$ cat config.mk
export PLATFORM = sky130hd
export DESIGN_NAME = regfile_write_arbiter
export DESIGN_NICKNAME = d
export VERILOG_FILES = /design/src/rtl/regfile_write_arbiter.sv
export SDC_FILE = /design/constraint.sdc
export NUM_CORES = 1
export LEC_CHECK = 0
export ABC_AREA = 1
export BUFFER_PORTS_ARGS = -buffer_cell sky130_fd_sc_hd__buf_4
export CORE_MARGIN = 2
export CORE_UTILIZATION = 40
export CTS_CLUSTER_SIZE = 14
export DETAILED_ROUTE_END_ITERATION = 8
export HOLD_SLACK_MARGIN = 0.08
export PLACE_DENSITY_LB_ADDON = 0.05
export SYNTH_ARGS = -nofsm -noshare
export SYNTH_HDL_FRONTEND = slang
export SYNTH_SLANG_ARGS = --single-unit
$ cat constraint.sdc
create_clock -name clk -period 3.1 [get_ports clk]
set_input_delay 0.62 -clock clk [delete_from_list [all_inputs] [get_ports clk]]
set_output_delay 0.62 -clock clk [all_outputs]
set_load 0.1 [all_outputs]
$ cat src/rtl/regfile_write_arbiter.sv
// Write-port owner for registerFile: zero-sweeps the file after reset, then
// grants the single write port to NUM_REQ requesters in round-robin order.
module regfile_write_arbiter #(
  parameter int REG_WIDTH        = 16,
  parameter int REG_ADDR_BITS    = 4,
  parameter int NUM_REQ          = 3,
  parameter int INIT_ON_RESET    = 1,
  parameter int ZERO_REG_PROTECT = 0
) (
  input  logic                             clk,
  input  logic                             rst_n,
  input  logic [NUM_REQ-1:0]               req_valid,
  input  logic [NUM_REQ*REG_ADDR_BITS-1:0] req_addr,
  input  logic [NUM_REQ*REG_WIDTH-1:0]     req_data,
  output logic [NUM_REQ-1:0]               req_ready,
  output logic                             rf_we,
  output logic [REG_ADDR_BITS-1:0]         rf_waddr,
  output logic [REG_WIDTH-1:0]             rf_wdata,
  output logic                             init_done
);

  localparam int PTR_W = $clog2(NUM_REQ);

  typedef enum logic {S_INIT, S_ARB} state_t;

  state_t                   state_q, state_d;
  logic [REG_ADDR_BITS-1:0] cnt_q, cnt_d;
  logic [PTR_W-1:0]         rr_ptr_q, rr_ptr_d;
  logic                     rf_we_q, rf_we_d;
  logic [REG_ADDR_BITS-1:0] rf_waddr_q, rf_waddr_d;
  logic [REG_WIDTH-1:0]     rf_wdata_q, rf_wdata_d;
  logic                     init_done_q, init_done_d;

  logic [REG_ADDR_BITS-1:0] addr_arr [NUM_REQ];
  logic [REG_WIDTH-1:0]     data_arr [NUM_REQ];

  logic                     found;
  logic [PTR_W-1:0]         grant_idx;
  int                       scan_idx;

  genvar gi;
  generate
    for (gi = 0; gi < NUM_REQ; gi++) begin : g_unpack
      assign addr_arr[gi] = req_addr[gi*REG_ADDR_BITS +: REG_ADDR_BITS];
      assign data_arr[gi] = req_data[gi*REG_WIDTH +: REG_WIDTH];
    end
  endgenerate

  // Circular scan starting at rr_ptr; the explicit wrap keeps indices legal
  // for non-power-of-2 NUM_REQ.
  always_comb begin
    found     = 1'b0;
    grant_idx = '0;
    scan_idx  = 0;
    for (int k = 0; k < NUM_REQ; k++) begin
      scan_idx = int'(rr_ptr_q) + k;
      if (scan_idx >= NUM_REQ) scan_idx = scan_idx - NUM_REQ;
      if (!found && req_valid[scan_idx]) begin
        found     = 1'b1;
        grant_idx = PTR_W'(scan_idx);
      end
    end
  end

  always_comb begin
    req_ready = '0;
    if (state_q == S_ARB && found) req_ready[grant_idx] = 1'b1;
  end

  always_comb begin
    state_d     = state_q;
    cnt_d       = cnt_q;
    rr_ptr_d    = rr_ptr_q;
    rf_we_d     = 1'b0;
    rf_waddr_d  = rf_waddr_q;
    rf_wdata_d  = rf_wdata_q;
    init_done_d = init_done_q;
    case (state_q)
      S_INIT: begin
        rf_we_d    = 1'b1;
        rf_waddr_d = cnt_q;
        rf_wdata_d = '0;
        cnt_d      = cnt_q + REG_ADDR_BITS'(1);
        if (cnt_q == '1) begin
          state_d     = S_ARB;
          init_done_d = 1'b1;
        end
      end
      S_ARB: begin
        init_done_d = 1'b1;
        if (found) begin
          rr_ptr_d = (grant_idx == PTR_W'(NUM_REQ-1)) ? '0 : grant_idx + PTR_W'(1);
          // A protected r0 write still completes the handshake but never reaches the file.
          if (!((ZERO_REG_PROTECT != 0) && (addr_arr[grant_idx] == '0))) begin
            rf_we_d    = 1'b1;
            rf_waddr_d = addr_arr[grant_idx];
            rf_wdata_d = data_arr[grant_idx];
          end
        end
      end
      default: state_d = S_ARB;
    endcase
  end

  always_ff @(posedge clk or negedge rst_n) begin
    if (!rst_n) begin
      state_q     <= (INIT_ON_RESET != 0) ? S_INIT : S_ARB;
      cnt_q       <= '0;
      rr_ptr_q    <= '0;
      rf_we_q     <= 1'b0;
      rf_waddr_q  <= '0;
      rf_wdata_q  <= '0;
      init_done_q <= 1'b0;
    end else begin
      state_q     <= state_d;
      cnt_q       <= cnt_d;
      rr_ptr_q    <= rr_ptr_d;
      rf_we_q     <= rf_we_d;
      rf_waddr_q  <= rf_waddr_d;
      rf_wdata_q  <= rf_wdata_d;
      init_done_q <= init_done_d;
    end
  end

  assign rf_we     = rf_we_q;
  assign rf_waddr  = rf_waddr_q;
  assign rf_wdata  = rf_wdata_q;
  assign init_done = init_done_q;

endmodule

# Yosys cells after proc, flatten, opt, wreduce, memory -nomap -nowiden
# Index checks and enable logic that the tools add are counted.
dict set report totals {
  ff_bits 29
  wordCells 74
}
dict set report op_classes {
  add_sub_neg 7
  order_cmp 9
  eq_ne 4
  muxes 38
  bitwise 2
  reduce_logical 7
}
# op count
set ops {}
lappend ops {{less-than comparator 32 x 4 -> 1 bit, second input constant} 3}
lappend ops {{two-way mux 32 bit} 3}
lappend ops {{two-way mux 16 bit} 3}
lappend ops {{binary-select mux 16 bit (select 2 bit)} 1}
lappend ops {{case mux 16 bit (2 select lines)} 1}
lappend ops {{two-way mux 1 bit} 14}
lappend ops {{two-way mux 4 bit} 3}
lappend ops {{binary-select mux 4 bit (select 2 bit)} 1}
lappend ops {{two-way mux 2 bit} 4}
lappend ops {{case mux 4 bit (2 select lines)} 1}
lappend ops {{subtractor 3 x 2 -> 4 bit, second input constant} 2}
lappend ops {{binary-select mux 1 bit (select 2 bit)} 3}
lappend ops {{greater-or-equal comparator 3 x 2 -> 1 bit, second input constant} 2}
lappend ops {{adder 4 x 1 -> 4 bit, second input constant} 1}
lappend ops {{== test 4 bit, second input constant} 1}
lappend ops {{logical AND 1 bit} 4}
lappend ops {{case mux 1 bit (2 select lines)} 2}
lappend ops {{adder 2 x 1 -> 3 bit, second input constant} 1}
lappend ops {{adder 2 x 2 -> 3 bit, second input constant} 1}
lappend ops {{greater-or-equal comparator 3 bit, second input constant} 1}
lappend ops {{less-than comparator 2 x 3 -> 1 bit, second input constant} 1}
lappend ops {{two-way mux 3 bit} 1}
lappend ops {{inverter 2 -> 3 bit} 1}
lappend ops {{subtractor 2 x 2 -> 3 bit, second input constant} 1}
lappend ops {{other kinds (10)} 11}

# Depth between registers and ports, before layout
dict set report logic_depth {
  depth_word 18
  depth_mapped 15
  mapped_depth_nobuf 14
}

# Least setup slack after synthesis
# OpenSTA, ideal clock, no wires.
dict set report synth_timing {
  kind {register to output}
  start {register rr_ptr_q[0]}
  end {output port req_ready[0]}
  t_arrival_ns 3.704
  setup_slack_ns -1.224
  path_stages_with_launch 11
  path_cell_list {dfrtp_1 > inv_1 > ha_1 > o21ai_0 > nand2_2 > nand2_4 > nor2_4 > nor2_2 > nor2_8 > buf_12 > nor3_1}
}
dict set report synth_via {
  elab_chain_cells 17
}
# element line_no
set synth_rtl {}
lappend synth_rtl {{start, declared} 28} ;# logic [PTR_W-1:0] rr_ptr_q, rr_ptr_d;
lappend synth_rtl {{start signal, assigned} 117} ;# rr_ptr_q <= rr_ptr_d;
lappend synth_rtl {{parallel branches: the longest is 16 deep, another holds subtractor 3 x 2 -> 4 bit} -}
lappend synth_rtl {{two-way mux 3 bit (*)} 67} ;# if (state_q == S_ARB && found) req_ready[grant_idx] = 1'b1;
lappend synth_rtl {{end, declared} 15} ;# output logic [NUM_REQ-1:0] req_ready,
# Mark *: on every way between the ends. The select of a mux whose other input is x is not followed.

# Final worst setup path
dict set report layout_timing {
  start {register rr_ptr_q[0]}
  end {output port req_ready[1]}
}
# The elaborated chain is that of the path after synthesis.

==> out/results.ini <==
[outcome]
status=complete, no violations

[synth]
synth_edf_count=0
yosys-top-cells-count=nand2_1 (98), nand3_1 (42), nand3_2 (30)
synth_cell_type_count=29
synthArstFlopShare_pct=100
ys_ff_latch=29
syn_nets=344
netlist.top_cell.by_area=dfrtp_1
synth-main-ff-cell=dfrtp_1
synth_top_area_share_pct=33.6
synth.most_common_cell=nand2_1
synth-seq-area-share_pct=33.6
synth_area_leaders=dfrtp_1 (34%), nand2_1 (17%), nand3_2 (14%)
yosys_warnings=0
syn_inst=274
netlist_area_um2=2160
syn_avg_cell_area_um2=7.87

[layout]
drive_gt1_share_pct=42.3
fin_util_pct=56.6
area_growth_pct=34.9
final_nets=431
design_area_um2=2910
antennaDiodeCount=0
n_fill_cell=518

[setup_path]
endpoint_kind=primary output
worst_setup_path_start_kind=flop
r2r_start=rr_ptr_q[0]
critPathArrivalTime_ps=2300
cp-startpoint=rr_ptr_q[0]
cp_cell_sequence=inv_1, ha_1, inv_2, nand3_2, nand2_2, nand3_4, nand3_1, o21ai_0, nor2_2, buf_4
worstSetupPathType=reg2out
cp.required_ps=2480
crit_slowest_cell=ha_1
slowest_delay_ps=390
crit_fanout=8

[detailed_routing]
drt-pass1-iter-count=4
totalWireLength_mm=5.81
antenna_left=0
wire_per_inst_um=13.4
drt-vias-per-instance=4.92
drt_iter0_drc=83
drc=0
vias=2127

[clock_network]
cts_buffer_depth=2
clock_latency_ps=280
clk_pin_slew_ps=60
cts_setup_buffers=0
cts_tree=done
htreeDepth=2
clock-root-buffer=clkbuf_8
cts_sinks=29
cts_buffers=5

[global_route]
grt_pass1_wl_mm=9.98
grt_overflow=0
grt_pass1_vias=2160
grt_usage_pct=20.8
grt_antenna_before_repair=0
grt_max_degree=43

[floorplanning]
die_h_um=77.4
dieArea_um2=6000
ios=90
die_x_um=77.4
core-area_um2=5140
num_rows=26
start_util_pct=42.0

[sta]
fin_crit_sh_pct=94.2
rsz0062_at_grt=false
final-hold-violation-count=0
post-route-min-period_ps=2920
setup_violations=0
skew_ps=4.56
slew_viol_final=0
slew_headroom_pct=64.2
worst_slew_pin_slew_ps=537
fmax_mhz=343

[place]
io_buffers=89
place_hpwl_mm=4.27
gp_congestion=0.916
place_area_um2=2820

[min_path]
holdCritPathClass=in2async

[flow_run]
cap_violations=0

[cell families after synthesis]
family	after synthesis	synth area share, %
DFF	29	33.6
adders and majority gates	5	2.90
xor gates and xnor gates	3	1.22
buffers and inverters	30	9.40
AOI/OAI and AO/OA	12	3.36
and+or+nand+nor	195	49.5
[through the flow]
stage	TNS, ps	hold WS, ps	cells	setup slack (ps)
5_1_grt	0	273	432	13.9
3_3_place_gp	0	455	424	510
2_1_floorplan	-709	324	274	-355
4_1_cts	0	268	432	137
3_5_place_dp	0	460	424	448
6_report	0	253	432	180
[state kept, by name, indices dropped and copies added (netlist names)]
register and flops:
cnt_q 4, init_done 1, rf_waddr 4, rf_wdata 16
rf_we 1, rr_ptr_q 2, state_q 1
[area by class of cell]
| class | instances | area (µm²) | share of cell area [%] |
|---|---|---|---|
| tap | 70 | 87.6 | 3.01 |
| clock inverter | 2 | 10.0 | 0.344 |
| multi-input combinational | 215 | 1240 | 42.6 |
| inverter | 16 | 60.1 | 2.06 |
| clock buffer | 6 | 72.6 | 2.49 |
| sequential | 29 | 726 | 24.9 |
| timing repair buffer | 94 | 713 | 24.5 |
[per-layer routing]
layer,GRT usage [%],part of all wire [%]
met4,7.68,2.2
met5,0,0
met2,35.8,50
met3,4.88,4.7
met1,25.3,44
[worst max-delay path: cells and delay by family, from the launching register on]
| family | cells | cell delay, ps |
|---|---|---|
| and+or+nand+nor | 5 | 560 |
| buffers and inverters | 3 | 530 |
| AOI/OAI and AO/OA | 1 | 140 |
| DFF | 1 | 380 |
| adders and majority gates | 1 | 390 |
[layout by cell type, fill, tap and decap left out, drive strengths merged]
| cell type | instances |
|---|---|
| inv | 16 |
| or2 | 1 |
| a22oi | 3 |
| xor2 | 2 |
| nand2 | 103 |
| nand3 | 73 |
| clkbuf | 6 |
| a21oi | 1 |
| dfrtp | 29 |
| nor2 | 14 |
| nand4 | 2 |
| buf | 94 |
| nor3 | 2 |
| clkinv | 2 |
| xnor2 | 1 |
| ha | 5 |
| o21ai | 7 |
| a31oi | 1 |
[path summary, 6_finish.rpt]
check                          endpoint  slack, ps  cells after the start
min                               rf_we        250                      1
min in group clk              init_done        470                      1
max in group asynchronous   rf_wdata[3]       2570                      1
min reg2reg                   init_done        470                      1
max                        req_ready[1]        180                     10
max reg2reg                 rf_wdata[7]        650                     12
[what timing repair did]
action | 4_1_cts | 5_1_grt
setup endpoints to repair | 0 | 2
gates resized for setup | 0 | 2
endpoints found under the hold margin | 0 | 0
hold buffers | 0 | 0
Power is not shown: default switching activity piles up to over one toggle a cycle in this logic, so the estimate is an artifact.
